$ cat src/rtl/tl_pkg.sv
// Shared definitions for the traffic light controller and its monitor:
// light codes, fault causes, monitor states and the legal successor rule.
package tl_pkg;

    // Light code as carried on the 2-bit controller-to-monitor interface
    typedef enum logic [1:0] {
        GREEN  = 2'b00,
        YELLOW = 2'b01,
        RED    = 2'b10
    } light_t;

    // The one encoding that never names a lamp
    localparam logic [1:0] CODE_ILLEGAL = 2'b11;

    // Fault causes, recorded in fault_code (first cause wins)
    localparam logic [1:0] FLT_NONE  = 2'b00;
    localparam logic [1:0] FLT_CODE  = 2'b01;
    localparam logic [1:0] FLT_TRANS = 2'b10;
    localparam logic [1:0] FLT_DWELL = 2'b11;

    // Monitor operating states
    typedef enum logic [1:0] {
        INIT  = 2'b00,
        RUN   = 2'b01,
        FAULT = 2'b10
    } mon_state_t;

    // Only legal change from a held code: G->Y, Y->R, R->G
    function automatic logic [1:0] next_light(input logic [1:0] code);
        logic [1:0] nxt;
        case (code)
            GREEN:   nxt = YELLOW;
            YELLOW:  nxt = RED;
            RED:     nxt = GREEN;
            default: nxt = RED;
        endcase
        return nxt;
    endfunction

    // One-hot lamp drive {g, y, r} for a code; anything unknown shows red
    function automatic logic [2:0] lamps_of(input logic [1:0] code);
        logic [2:0] lamps;
        case (code)
            GREEN:   lamps = 3'b100;
            YELLOW:  lamps = 3'b010;
            default: lamps = 3'b001;
        endcase
        return lamps;
    endfunction

endpackage

$ cat src/rtl/tl_dwell_counter.sv
// Counts valid samples for which the current light code has been held and
// flags a change that comes too early (short) or a hold that would run past
// the maximum (stuck).
module tl_dwell_counter #(
    parameter int MIN_DWELL = 1,
    parameter int MAX_DWELL = 16,
    parameter int W         = $clog2(MAX_DWELL + 1)
) (
    input  logic         clk,
    input  logic         reset_n,
    input  logic         clear,
    input  logic         load,
    input  logic         inc,
    output logic [W-1:0] count,
    output logic         short_dwell,
    output logic         stuck
);

    localparam logic [W-1:0] MIN_W = W'(MIN_DWELL);
    localparam logic [W-1:0] MAX_W = W'(MAX_DWELL);

    logic [W-1:0] count_reg;

    // Clear has priority over load (new code seen once) over increment (hold)
    always_ff @(posedge clk or negedge reset_n) begin
        if (!reset_n) begin
            count_reg <= '0;
        end else if (clear) begin
            count_reg <= '0;
        end else if (load) begin
            count_reg <= W'(1);
        end else if (inc && (count_reg != MAX_W)) begin
            count_reg <= count_reg + W'(1);
        end
    end

    assign count       = count_reg;
    assign short_dwell = (count_reg < MIN_W);
    assign stuck       = (count_reg == MAX_W);

endmodule

$ cat src/rtl/traffic_light_monitor.sv
// Receiver for the controller's light code: registers and decodes it to lamp
// drives, checks code legality, sequence and dwell, and on the first problem
// latches a sticky fault with all-red lamps until software clears it.
module traffic_light_monitor
    import tl_pkg::*;
#(
    parameter int MIN_DWELL = 1,
    parameter int MAX_DWELL = 16,
    parameter int CNT_W     = 8
) (
    input  logic             clk,
    input  logic             reset_n,
    input  logic [1:0]       light_in,
    input  logic             light_valid,
    input  logic             fault_clr,
    output logic             lamp_g,
    output logic             lamp_y,
    output logic             lamp_r,
    output logic             fault,
    output logic [1:0]       fault_code,
    output logic [CNT_W-1:0] err_cnt
);

    localparam int DW = $clog2(MAX_DWELL + 1);

    mon_state_t     state_reg;
    logic [1:0]     light_q_reg;
    logic [1:0]     cause_next;
    logic           enter_fault;
    logic           cnt_clear;
    logic           cnt_load;
    logic           cnt_inc;
    logic [DW-1:0]  dwell_count;
    logic           dwell_short;
    logic           dwell_stuck;

    tl_dwell_counter #(
        .MIN_DWELL (MIN_DWELL),
        .MAX_DWELL (MAX_DWELL),
        .W         (DW)
    ) u_dwell (
        .clk         (clk),
        .reset_n     (reset_n),
        .clear       (cnt_clear),
        .load        (cnt_load),
        .inc         (cnt_inc),
        .count       (dwell_count),
        .short_dwell (dwell_short),
        .stuck       (dwell_stuck)
    );

    // Classify the current sample: violation cause (highest priority only)
    // and what the dwell counter should do with it
    always_comb begin
        cause_next = FLT_NONE;
        cnt_clear  = 1'b0;
        cnt_load   = 1'b0;
        cnt_inc    = 1'b0;
        case (state_reg)
            INIT: begin
                if (light_valid) begin
                    if (light_in == CODE_ILLEGAL) begin
                        cause_next = FLT_CODE;
                    end else begin
                        cnt_load = 1'b1;
                    end
                end
            end
            RUN: begin
                if (light_valid) begin
                    if (light_in == CODE_ILLEGAL) begin
                        cause_next = FLT_CODE;
                    end else if (light_in != light_q_reg) begin
                        if (light_in != next_light(light_q_reg)) begin
                            cause_next = FLT_TRANS;
                        end else if (dwell_short) begin
                            cause_next = FLT_DWELL;
                        end else begin
                            cnt_load = 1'b1;
                        end
                    end else if (dwell_stuck) begin
                        cause_next = FLT_DWELL;
                    end else begin
                        cnt_inc = 1'b1;
                    end
                end
            end
            FAULT: begin
                cnt_clear = fault_clr;
            end
            default: begin
                cnt_clear = 1'b1;
            end
        endcase
        // Counter restarts from zero whenever the monitor drops into FAULT
        if (cause_next != FLT_NONE) begin
            cnt_clear = 1'b1;
        end
    end

    assign enter_fault = (cause_next != FLT_NONE);

    // Monitor FSM with registered lamp, fault and error-count outputs
    always_ff @(posedge clk or negedge reset_n) begin
        if (!reset_n) begin
            state_reg   <= INIT;
            light_q_reg <= GREEN;
            lamp_g      <= 1'b0;
            lamp_y      <= 1'b0;
            lamp_r      <= 1'b1;
            fault       <= 1'b0;
            fault_code  <= FLT_NONE;
            err_cnt     <= '0;
        end else if (enter_fault) begin
            state_reg  <= FAULT;
            lamp_g     <= 1'b0;
            lamp_y     <= 1'b0;
            lamp_r     <= 1'b1;
            fault      <= 1'b1;
            fault_code <= cause_next;
            if (err_cnt != {CNT_W{1'b1}}) begin
                err_cnt <= err_cnt + CNT_W'(1);
            end
        end else begin
            case (state_reg)
                INIT, RUN: begin
                    // Legal first sample, change or hold: show the code
                    if (light_valid) begin
                        state_reg                <= RUN;
                        light_q_reg              <= light_in;
                        {lamp_g, lamp_y, lamp_r} <= lamps_of(light_in);
                    end
                end
                FAULT: begin
                    // Clear wins over any sample arriving in the same cycle
                    if (fault_clr) begin
                        state_reg  <= INIT;
                        lamp_g     <= 1'b0;
                        lamp_y     <= 1'b0;
                        lamp_r     <= 1'b1;
                        fault      <= 1'b0;
                        fault_code <= FLT_NONE;
                    end
                end
                default: begin
                    state_reg <= FAULT;
                    lamp_g    <= 1'b0;
                    lamp_y    <= 1'b0;
                    lamp_r    <= 1'b1;
                    fault     <= 1'b1;
                end
            endcase
        end
    end

    // The hold counter saturates at MAX_DWELL; a larger value means a broken counter
    always @(posedge clk) begin
        if (reset_n) begin
            assert (dwell_count <= DW'(MAX_DWELL))
                else $error("dwell count %0d above maximum", dwell_count);
        end
    end

endmodule

$ cat config.mk
export PLATFORM = sky130hd
export DESIGN_NAME = traffic_light_monitor
export DESIGN_NICKNAME = d
export VERILOG_FILES = /design/src/rtl/tl_pkg.sv /design/src/rtl/tl_dwell_counter.sv /design/src/rtl/traffic_light_monitor.sv
export SDC_FILE = /design/constraint.sdc
export NUM_CORES = 1
export LEC_CHECK = 0
export CORE_UTILIZATION = 53
export DETAILED_ROUTE_END_ITERATION = 12
export PLACE_DENSITY_LB_ADDON = 0.08
export SLEW_MARGIN = 20
export SYNTH_ARGS = -nofsm -noshare
export SYNTH_HDL_FRONTEND = slang
export SYNTH_HIERARCHICAL = 1
export SYNTH_SLANG_ARGS = --single-unit
export TNS_END_PERCENT = 1
$ cat constraint.sdc
create_clock -name clk -period 2.9 [get_ports clk]
set_input_delay 0.87 -clock clk [delete_from_list [all_inputs] [get_ports clk]]
set_output_delay 0.87 -clock clk [all_outputs]
set_load 0.05 [all_outputs]
; ---- Word-level counts from Yosys, hierarchy flattened
; Cells that the tools add are included.
[op_classes]
add_sub_neg = 2
magnitude_cmp = 1
eq_ne = 13
muxes = 52
bitwise_logic = 1
n_reduce_logical = 14
[op_table]
columns = operator, n
row1 = $mux 2, 15
row2 = $mux 1, 24
row3 = $mux 5, 3
row4 = $pmux 1 s2, 6
row5 = $pmux 2 s2, 3
row6 = $add 8x1->8 const B, 1
row7 = $ne 8x8->1 const B, 1
row8 = $reduce_and 2->1, 4
row9 = $eq 2x2->1 const B, 3
row10 = $logic_not 2->1, 3
row11 = $pmux 3 s2, 1
row12 = $reduce_bool 2->1, 3
row13 = $add 5x1->5 const B, 1
row14 = $eq 5x5->1 const B, 1
row15 = $lt 5x1->1 const B, 1
row16 = $ne 5x5->1 const B, 1
row17 = $eq 2x1->1 const B, 2
row18 = $ne 2x2->1, 2
row19 = $ne 3x1->1 const B, 1
row20 = $ne 3x3->1 const B, 1
row21 = $reduce_and 3->1, 1
row22 = $reduce_bool 3->1, 1
row23 = $ne 2x1->1 const B, 1
row24 = $reduce_or 2->1, 1
row25 = 2 further kinds, 2
[word_totals]
register_bits = 23
out_inout_bits = 14
word_cells = 92

; ---- Logic depth before layout (Yosys ltp)
; Gate-level depths: netlist of the first run.
[depth]
word_depth = 15
ltp_mapped = 10
ltp_nobuf = 9

; ---- Cells and area by module
; The synthesis of the first run kept the hierarchy.
[by_module_without_submodules]
columns = module, n_inst, cells_each, area_per_inst_um2, seq_area_each_um2
row1 = traffic_light_monitor, 1, 100, 1066.0, 451.7
row2 = tl_dwell_counter, 1, 30, 297.8, 125.1

; ---- Worst setup path before layout of the first run
; No wires, ideal clock.
[synth_timing]
path_kind = register to register
from = register u_dwell.count_reg[0], in the netlist u_dwell/count[0]
to = register err_cnt[1]
setup_ns = 0.128
arrival_ns = 2.499
required_ns = 2.772
setup_slack_ns = 0.273
stages_incl_launch_ff = 9
synth_period_minus_slack_ns = 2.627
cell_sequence = dfrtp_1 > or4_2 > nor2_1 > or4bb_1 > o211ai_1 > or3b_4 > buf_6 > a21oi_2 > mux2_1
[synth_via]
elab_chain_cells = 9
word_cells_on_any_way = 11
[synth_rtl]
columns = element, line_no
row1 = "start, declared", tl_dwell_counter.sv:22  ; logic [W-1:0] count_reg;
row2 = "start signal, assigned", tl_dwell_counter.sv:33  ; count_reg <= count_reg + W'(1);
row3 = $lt 5x1->1, tl_dwell_counter.sv:38  ; assign short_dwell = (count_reg < MIN_W);
row4 = via dwell_short, traffic_light_monitor.sv:34  ; logic dwell_short;
row5 = $mux 2, traffic_light_monitor.sv:76  ; end else if (dwell_short) begin
row6 = $mux 2, traffic_light_monitor.sv:74  ; if (light_in != next_light(light_q_reg)) begin
row7 = $mux 2, traffic_light_monitor.sv:73  ; end else if (light_in != light_q_reg) begin
row8 = $mux 2, traffic_light_monitor.sv:71  ; if (light_in == CODE_ILLEGAL) begin
row9 = $mux 2, traffic_light_monitor.sv:70  ; if (light_valid) begin
row10 = $pmux 2 s2, traffic_light_monitor.sv:59  ; case (state_reg)
row11 = $reduce_bool 2->1, traffic_light_monitor.sv:101  ; assign enter_fault = (cause_next != FLT_NONE);
row12 = $reduce_and 2->1 (no source line), -
row13 = "end signal, assigned", traffic_light_monitor.sv:122  ; err_cnt <= err_cnt + CNT_W'(1);
row14 = "end, declared", traffic_light_monitor.sv:21  ; output logic [CNT_W-1:0] err_cnt
; The timed path passes the listed nets, and every way through them passes these cells.
; A chain may end at the register's enable or synchronous reset.

; ---- Worst setup path in the final report of the first run
[layout_timing]
from = register u_dwell.count_reg[0], in the netlist u_dwell/count[0]
to = register light_q_reg[0]
[layout_via]
elab_chain_cells = 10
word_cells_on_any_way = 12
[layout_rtl]
columns = element, line_no
row1 = $lt 5x1->1, tl_dwell_counter.sv:38
row2 = via dwell_short, traffic_light_monitor.sv:34
row3 = $mux 2, traffic_light_monitor.sv:76
row4 = $mux 2, traffic_light_monitor.sv:74
row5 = $mux 2, traffic_light_monitor.sv:73
row6 = $mux 2, traffic_light_monitor.sv:71
row7 = $mux 2, traffic_light_monitor.sv:70
row8 = $pmux 2 s2, traffic_light_monitor.sv:59
row9 = $reduce_bool 2->1, traffic_light_monitor.sv:101
row10 = $not 1->1 (no source line), -
row11 = $reduce_and 3->1 (no source line), -
row12 = "end signal, assigned", traffic_light_monitor.sv:130  ; light_q_reg <= light_in;
row13 = "end, declared", traffic_light_monitor.sv:27  ; logic [1:0] light_q_reg;
; The timed path passes the listed nets, and every way through them passes these cells.

==> results.md, run 1 <==
- Initial antenna violation count: 0
- Synth Cell Area: 1360 um2
- Die Y: 52.7 um
- Clk sinks: 23
- Crit-path cells: or4_2 > nor2_1 > or4bb_1 > o211ai_1 > or3b_4 > and2_4 > buf_4 > a32o_1
- Period utilization: 0.942
- Max_cap viols: 0
- Final Power: approximately 0.0015 W
- Unrepaired setup endpoints after global routing: no
- Pwr Density: 926 nW/um2
- R2R depth: 8
- Origin of the worst min-delay path: fault
- Wire per inst: 13.7 um
- Core footprint: between 2000 and 2500 um2
- CTS H-tree depth: 1
- Die Area: 2780 um2
- Vias in the first global route: between 1,000 and 1,500
- Post-synthesis sequential area ratio: 0.423
- NetSw: roughly 0.00070 W
- Setup crit start kind: flop
- Hold EP: fault
- Antenna cells: 0
- Largest net degree at the start of global routing: 24
- Worst vdd ir: 1.07 mV
- Seq pwr share: 0.359
- Crit path kind: reg2reg
- Layout cells sized above 1: 0.190
- Routed Antenna Nets: 0
- Hold_buf cts: 0
- RePlAce Congestion: around 0.75
- Switching Fraction: 0.460
- Logic gate share of total power: 0.545
- Root Driver: clkbuf_4
- Max_slew headroom: 0.663
- Critical R2R Launch: u_dwell/count[0]
- Mapped Nets: roughly 140
- DP Wirelength: just under 2000 um
- Slack of the worst reg-to-reg path: 170 ps
- Number of flops mapped to enable cells by yosys: 0
- Final Critical Period: 2730 ps
- Final Hold Viols: 0
- Failing checks: design-rule violations
- Peak Freq: around 370 MHz
- Post-CTS setup buffers: 0
- DRT Pass-1 Iters: 8
- Status: finished, violations left
- CTS tree: built
- Top FF cell, synth: dfrtp_1
- Row count: 18
- Power share of the clock group: 0.097
- Die Wd: 52.7 um
- Mapped Avg Cell Area: about 10 um2
- Nets@finish: 168
- Clk buf depth: 2
- Post-Syn Instances: 130
- Largest delay share family, worst path: simple AND/OR/NAND/NOR gates
- Synthesized flop and latch total: 23
- Max-slew violations: 0
- Tightest Pin Transition: 504 ps
- DRT Wirelength: approximately 2600 um
- Synth cell types: 47
- Vias per cell: around 5.6
- Worst-path fanout max: 8
- Number of CTS-inserted buffers: 3
- Initial DRC count: 20
- CP peak stage delay: roughly 670 ps
- PortBufs: 19
- Slowest-stage cell, CP: or4_2
- # IOs: 20
- Critical Path RT: 3110 ps
- Total grt overflow: 0
- WHS Path Cells: 2
- CP Buf/Inv Count: 1
- Critical path capture point type: flop
- Post-CTS Resized: 0
- Clock Skew: between 15 and 20 ps
- Reg-to-Reg End: light_q_reg[0]
- Initial Util: 0.556
- DRC Markers: 1
- Design area: 1640 um2
- Worst-Skew Late Latency: approximately 320 ps
- Vias: between 1,000 and 1,500
- Worst EP arrival: 2940 ps
- Max reg flops: 8
- Pleak: 0.736 nW
- Ys async rst share: 1.00
- Int Power: between 0.0008 and 0.0009 W
- First-pass GRT wire length: between 4000 and 5000 um
- Layout area overhead: 20.6%
- Placement Cell Area: roughly 1600 um2
- Clock Pin Slew Worst Setup and Hold Paths: 130 ps
- Synth warnings: 6
- Total track usage: 0.211
- Final Setup Violations: 0
- Worst hold path type: reg2reg
[final cells by class]
type	instances	area, um2
clock inverter	1	5.00
clock buffer	3	22.5
multi-input combinational	96	711
inverter	5	18.8
timing repair buffer	30	273
tap	30	37.5
fill	184	811
sequential	23	577
[layer usage]
metal / track usage / wire length, um / up-vias
li1: - / - / 527
met1: 0.268 / 1190 / 504
met2: 0.363 / 1310 / 13
met3: 0.0522 / 70 / 0
met4: 0.0395 / 0 / 0
met5: 0 / 0 / -
[worst max-delay path by stage]
stage	from	slack (ps)	end	depth (start not counted)
finish	u_dwell/count[0]	170	light_q_reg[0]	8
global route	u_dwell/count[0]	20	light_q_reg[0]	8
CTS	u_dwell/count[0]	170	light_q_reg[0]	8
global placement	light_in[0]	-9	err_cnt[6]	7
detailed placement	light_in[1]	-50	u_dwell/count[1]	7
floorplan	u_dwell/count[0]	270	err_cnt[1]	8
[power groups by stage]
| stage | clock (W) | sequential [W] | combinational, W |
|---|---|---|---|
| after floorplan | 0 | 0.000771 | 0.000365 |
| after global placement | 0 | 0.000550 | 0.000821 |
| after detailed placement | 0 | 0.000553 | 0.000832 |
| after CTS | 0.000155 | 0.000546 | 0.000836 |
| after global routing | 0.000169 | 0.000566 | 0.000900 |
| final | 0.000147 | 0.000546 | 0.000829 |
[per-stage QoR]
stage | setup TNS (ps) | utilization | instances | setup WS (ps) | hold slack [ps]
after floorplan | 0 | - | 130 | 273 | 498
after global placement | -14.8 | 0.659 | 184 | -9.34 | 486
after detailed placement | -227 | 0.659 | 184 | -48.0 | 492
after CTS | 0 | 0.670 | 188 | 172 | 517
after global routing | 0 | 0.670 | 188 | 19.1 | 545
final | 0 | 0.670 | 188 | 168 | 507
[cell families (layout without fill, tap and decap cells)]
group,Yosys count,after routing,synth area share
buffers and inverters,11,39,0.0560
multiplexers,4,4,0.0358
flip-flops,23,23,0.423
AO/OA/AOI/OAI,28,28,0.165
XOR/XNOR,9,9,0.0578
AND/OR/NAND/NOR,52,52,0.235
adder cells (fa/ha/maj),3,3,0.0275
[synthesized netlist by cell type, drive strengths merged, types with 2 or more instances]
cell type / count / area (um2)
and3: 6 / 37.5
nand4: 2 / 12.5
mux2: 4 / 48.8
nand2: 13 / 48.8
a21oi: 6 / 37.5
nor2: 6 / 22.5
o32a: 2 / 20.0
inv: 5 / 18.8
ha: 3 / 37.5
a32o: 2 / 20.0
nand3b: 3 / 35.0
a21boi: 2 / 15.0
buf: 6 / 57.6
nor3: 4 / 20.0
dfrtp: 22 / 551
and2: 2 / 15.0
a22oi: 2 / 20.0
a211oi: 4 / 45.1
xor2: 8 / 70.1
or3: 3 / 18.8
nand2b: 2 / 20.0
nand3: 4 / 20.0
o21ai: 4 / 20.0
[worst reg2reg max path: cells and delay by family, from the launching register on]
kind	cells	cell delay [ps]
compound gates	2	320
flops	1	450
buf+inv	1	150
simple gates	5	1700
[layout by cell type, fill, tap and decap left out, types with 2 or more instances in the layout]
| cell | Yosys | layout |
|---|---|---|
| xor2_1 | 8 | 8 |
| inv_1 | 5 | 5 |
| ha_1 | 3 | 3 |
| nor3_1 | 4 | 4 |
| a32o_1 | 2 | 2 |
| a21oi_1 | 4 | 4 |
| buf_4 | 1 | 11 |
| dfrtp_1 | 22 | 22 |
| a211oi_2 | 3 | 3 |
| clkbuf_4 | 0 | 3 |
| o32a_1 | 2 | 2 |
| clkdlybuf4s50_1 | 0 | 19 |
| nor2_1 | 6 | 6 |
| mux2_1 | 3 | 3 |
| o21ai_0 | 4 | 4 |
| nand3b_1 | 2 | 2 |
| nand4_1 | 2 | 2 |
| and3_1 | 6 | 6 |
| a21oi_2 | 2 | 2 |
| or3_1 | 3 | 3 |
| nand2_1 | 13 | 13 |
| a21boi_0 | 2 | 2 |
| nand3_1 | 4 | 4 |
Note: power is estimated with default switching activity, not from simulation.
==> inputs of run 2 (changes only) <==
--- a/config.mk
+++ b/config.mk
@@ -5,6 +5,7 @@
 export SDC_FILE = /design/constraint.sdc
 export NUM_CORES = 1
 export LEC_CHECK = 0
+export CORE_MARGIN = 3
 export CORE_UTILIZATION = 53
 export DETAILED_ROUTE_END_ITERATION = 12
 export PLACE_DENSITY_LB_ADDON = 0.08
==> run 2 against run 1 <==
Clock skew down 12 ps; via count up 5.8%; non-clock buffer count up 1; maximum frequency down 0.29%; critical endpoint unchanged; final cell count down 0.53%; clock-buffer cell count up 1; die area up 16%; setup slack worse by 8.0 ps; the run now ends clean; sequential cell count unchanged.
==> results.md, run 2 (synthesized netlist as in run 1, its figures left out) <==
- Initial antenna violation count: 0 (unchanged)
- Final Critical Period: 2740 ps (was 2730 ps)
- Final Hold Viols: 0 (unchanged)
- Hold_buf cts: 0 (unchanged)
- DRC Markers: 0 (was 1)
- R2R depth: 8 (unchanged)
- Final Setup Violations: 0 (unchanged)
- Max reg flops: 8 (unchanged)
- Clock Pin Slew Worst Setup and Hold Paths: 130 ps (about the same)
- Row count: 17 (was 18)
- Placed cells: 183 (was 184)
- Unrepaired setup endpoints after global routing: no (unchanged)
- Largest net degree at the start of global routing: 14 (was 24)
- Root Driver: clkbuf_4 (unchanged)
- DRT Wirelength: 2850 um (was 2570 um)
- Total track usage: 0.185 (was 0.211)
- Worst vdd ir: 0.681 mV (was 1.07 mV)
- Placement Cell Area: 1620 um2 (about the same)
- Die Y: 56.7 um (was 52.7 um)
- Setup crit start kind: flop (unchanged)
- Vias per cell: 5.91 (was 5.55)
- Initial DRC count: 17 (was 20)
- Clk buf depth: 2 (unchanged)
- PortBufs: 19 (unchanged)
- Die Area: 3220 um2 (was 2780 um2)
- Clock Skew: 5.42 ps (was 17.7 ps)
- Design area: 1650 um2 (was 1640 um2)
- DP Wirelength: 2180 um (was 1950 um)
- Worst hold path type: reg2reg (unchanged)
- Critical path capture point type: flop (unchanged)
- Final Power: 0.00153 W (was 0.00152 W)
- Period utilization: 0.945 (was 0.942)
- Vias: 1,105 (was 1,044)
- Vias in the first global route: 1,144 (was 1,031)
- # IOs: 20 (unchanged)
- Nets@finish: 169 (was 168)
- Post-CTS setup buffers: 0 (unchanged)
- Crit path kind: reg2reg (unchanged)
- Worst-Skew Late Latency: 310 ps (was 320 ps)
- CTS H-tree depth: 1 (unchanged)
- CTS tree: built (unchanged)
- Setup TNS after final layout: 0 ps (unchanged)
- Max_cap viols: 0 (unchanged)
- FILL cells: 185 (was 184)
- Status: finished, final reports clean (was finished, violations left)
- Clk sinks: 23 (unchanged)
- Post-CTS Resized: 0 (unchanged)
- Critical Path RT: 3110 ps (about the same)
- WHS Path Cells: 2 (unchanged)
- Layout cells sized above 1: 0.189 (was 0.190)
- Worst EP arrival: 2950 ps (was 2940 ps)
- Worst Hold Slack: 516 ps (was 507 ps)
- Max-slew violations: 0 (unchanged)
- RePlAce Congestion: 0.878 (was 0.747)
- Peak Freq: 365 MHz (was 366 MHz)
- Core footprint: 2320 um2 (was 2450 um2)
- Routed Antenna Nets: 0 (unchanged)
- Wire per inst: 15.2 um (was 13.7 um)
- Cell Count, Final, Fillers Out: 187 (was 188)
- Total grt overflow: 0 (unchanged)
- Max_slew headroom: 0.605 (was 0.663)
- Die Wd: 56.7 um (was 52.7 um)
- Antenna cells: 0 (unchanged)
- Number of CTS-inserted buffers: 3 (unchanged)
- Commonest non-fill, non-tap cell in the layout: dfrtp_1 (unchanged)
- Worst-path fanout max: 7 (was 8)
- Pleak: 0.738 nW (was 0.736 nW)
- Most frequent cells in the layout: dfrtp_1 (22), clkdlybuf4s50_1 (19), nand2_1 (13) (unchanged)
- Tightest Pin Transition: 591 ps (was 504 ps)
- Pwr Density: 931 nW/um2 (was 926 nW/um2)
- Layout area overhead: 20.8% (was 20.6%)
- Initial Util: 0.588 (was 0.556)
- DRT Pass-1 Iters: 4 (was 8)
- First-pass GRT wire length: 4780 um (was 4350 um)
-- run 2: layer usage --
layer / track usage / vias up / share of wire
li1: - / 528 / -
met1: 0.228 / 556 / 0.46
met2: 0.317 / 17 / 0.50
met3: 0.0322 / 4 / 0.026
met4: 0.0746 / 0 / 0.013
met5: 0 / - / 0
-- run 2: critical path, stage by stage (launching register included) --
cell and delay (ps):
dfrtp_1 450, or4_2 670, nor2_1 200, or4bb_1 150
o211ai_1 90, or3b_4 480, and2_4 200, buf_4 150
a32o_1 240
-- run 2: worst paths after layout --
kind	startpoint	to	slack (ps)
worst max-delay path	u_dwell/count[0]	light_q_reg[0]	160
worst min-delay path	fault	fault	520
worst max register to register	u_dwell/count[0]	light_q_reg[0]	160
worst min register to register	fault	fault	520
max in group asynchronous	reset_n	fault	1390
min in group asynchronous	reset_n	u_dwell/count[2]	910
-- run 2: cell type report --
type | instances | area, um2 | area share
Clock buffer | 4 | 26.3 | 0.0159
Inverter | 5 | 18.8 | 0.0114
Multi-Input combinational cell | 96 | 711 | 0.431
Sequential cell | 23 | 577 | 0.350
Tap cell | 28 | 35.0 | 0.0213
Timing Repair Buffer | 31 | 280 | 0.170
-- run 2: metrics by stage --
| step | setup WS [ps] | utilization |
|---|---|---|
| final | 160 | 0.711 |
| after CTS | 169 | 0.711 |
| after detailed placement | -81.8 | 0.699 |
| after floorplan | 273 | - |
| after global routing | 37.7 | 0.711 |
| after global placement | -36.1 | 0.699 |
-- run 2: power breakdown --
part	leakage [nW]	internal, W	switching, W
Clock	0.0150	0.0000538	0.0000961
Combinational	0.429	0.000341	0.000494
Sequential	0.295	0.000428	0.000122
Total	0.738	0.000822	0.000712
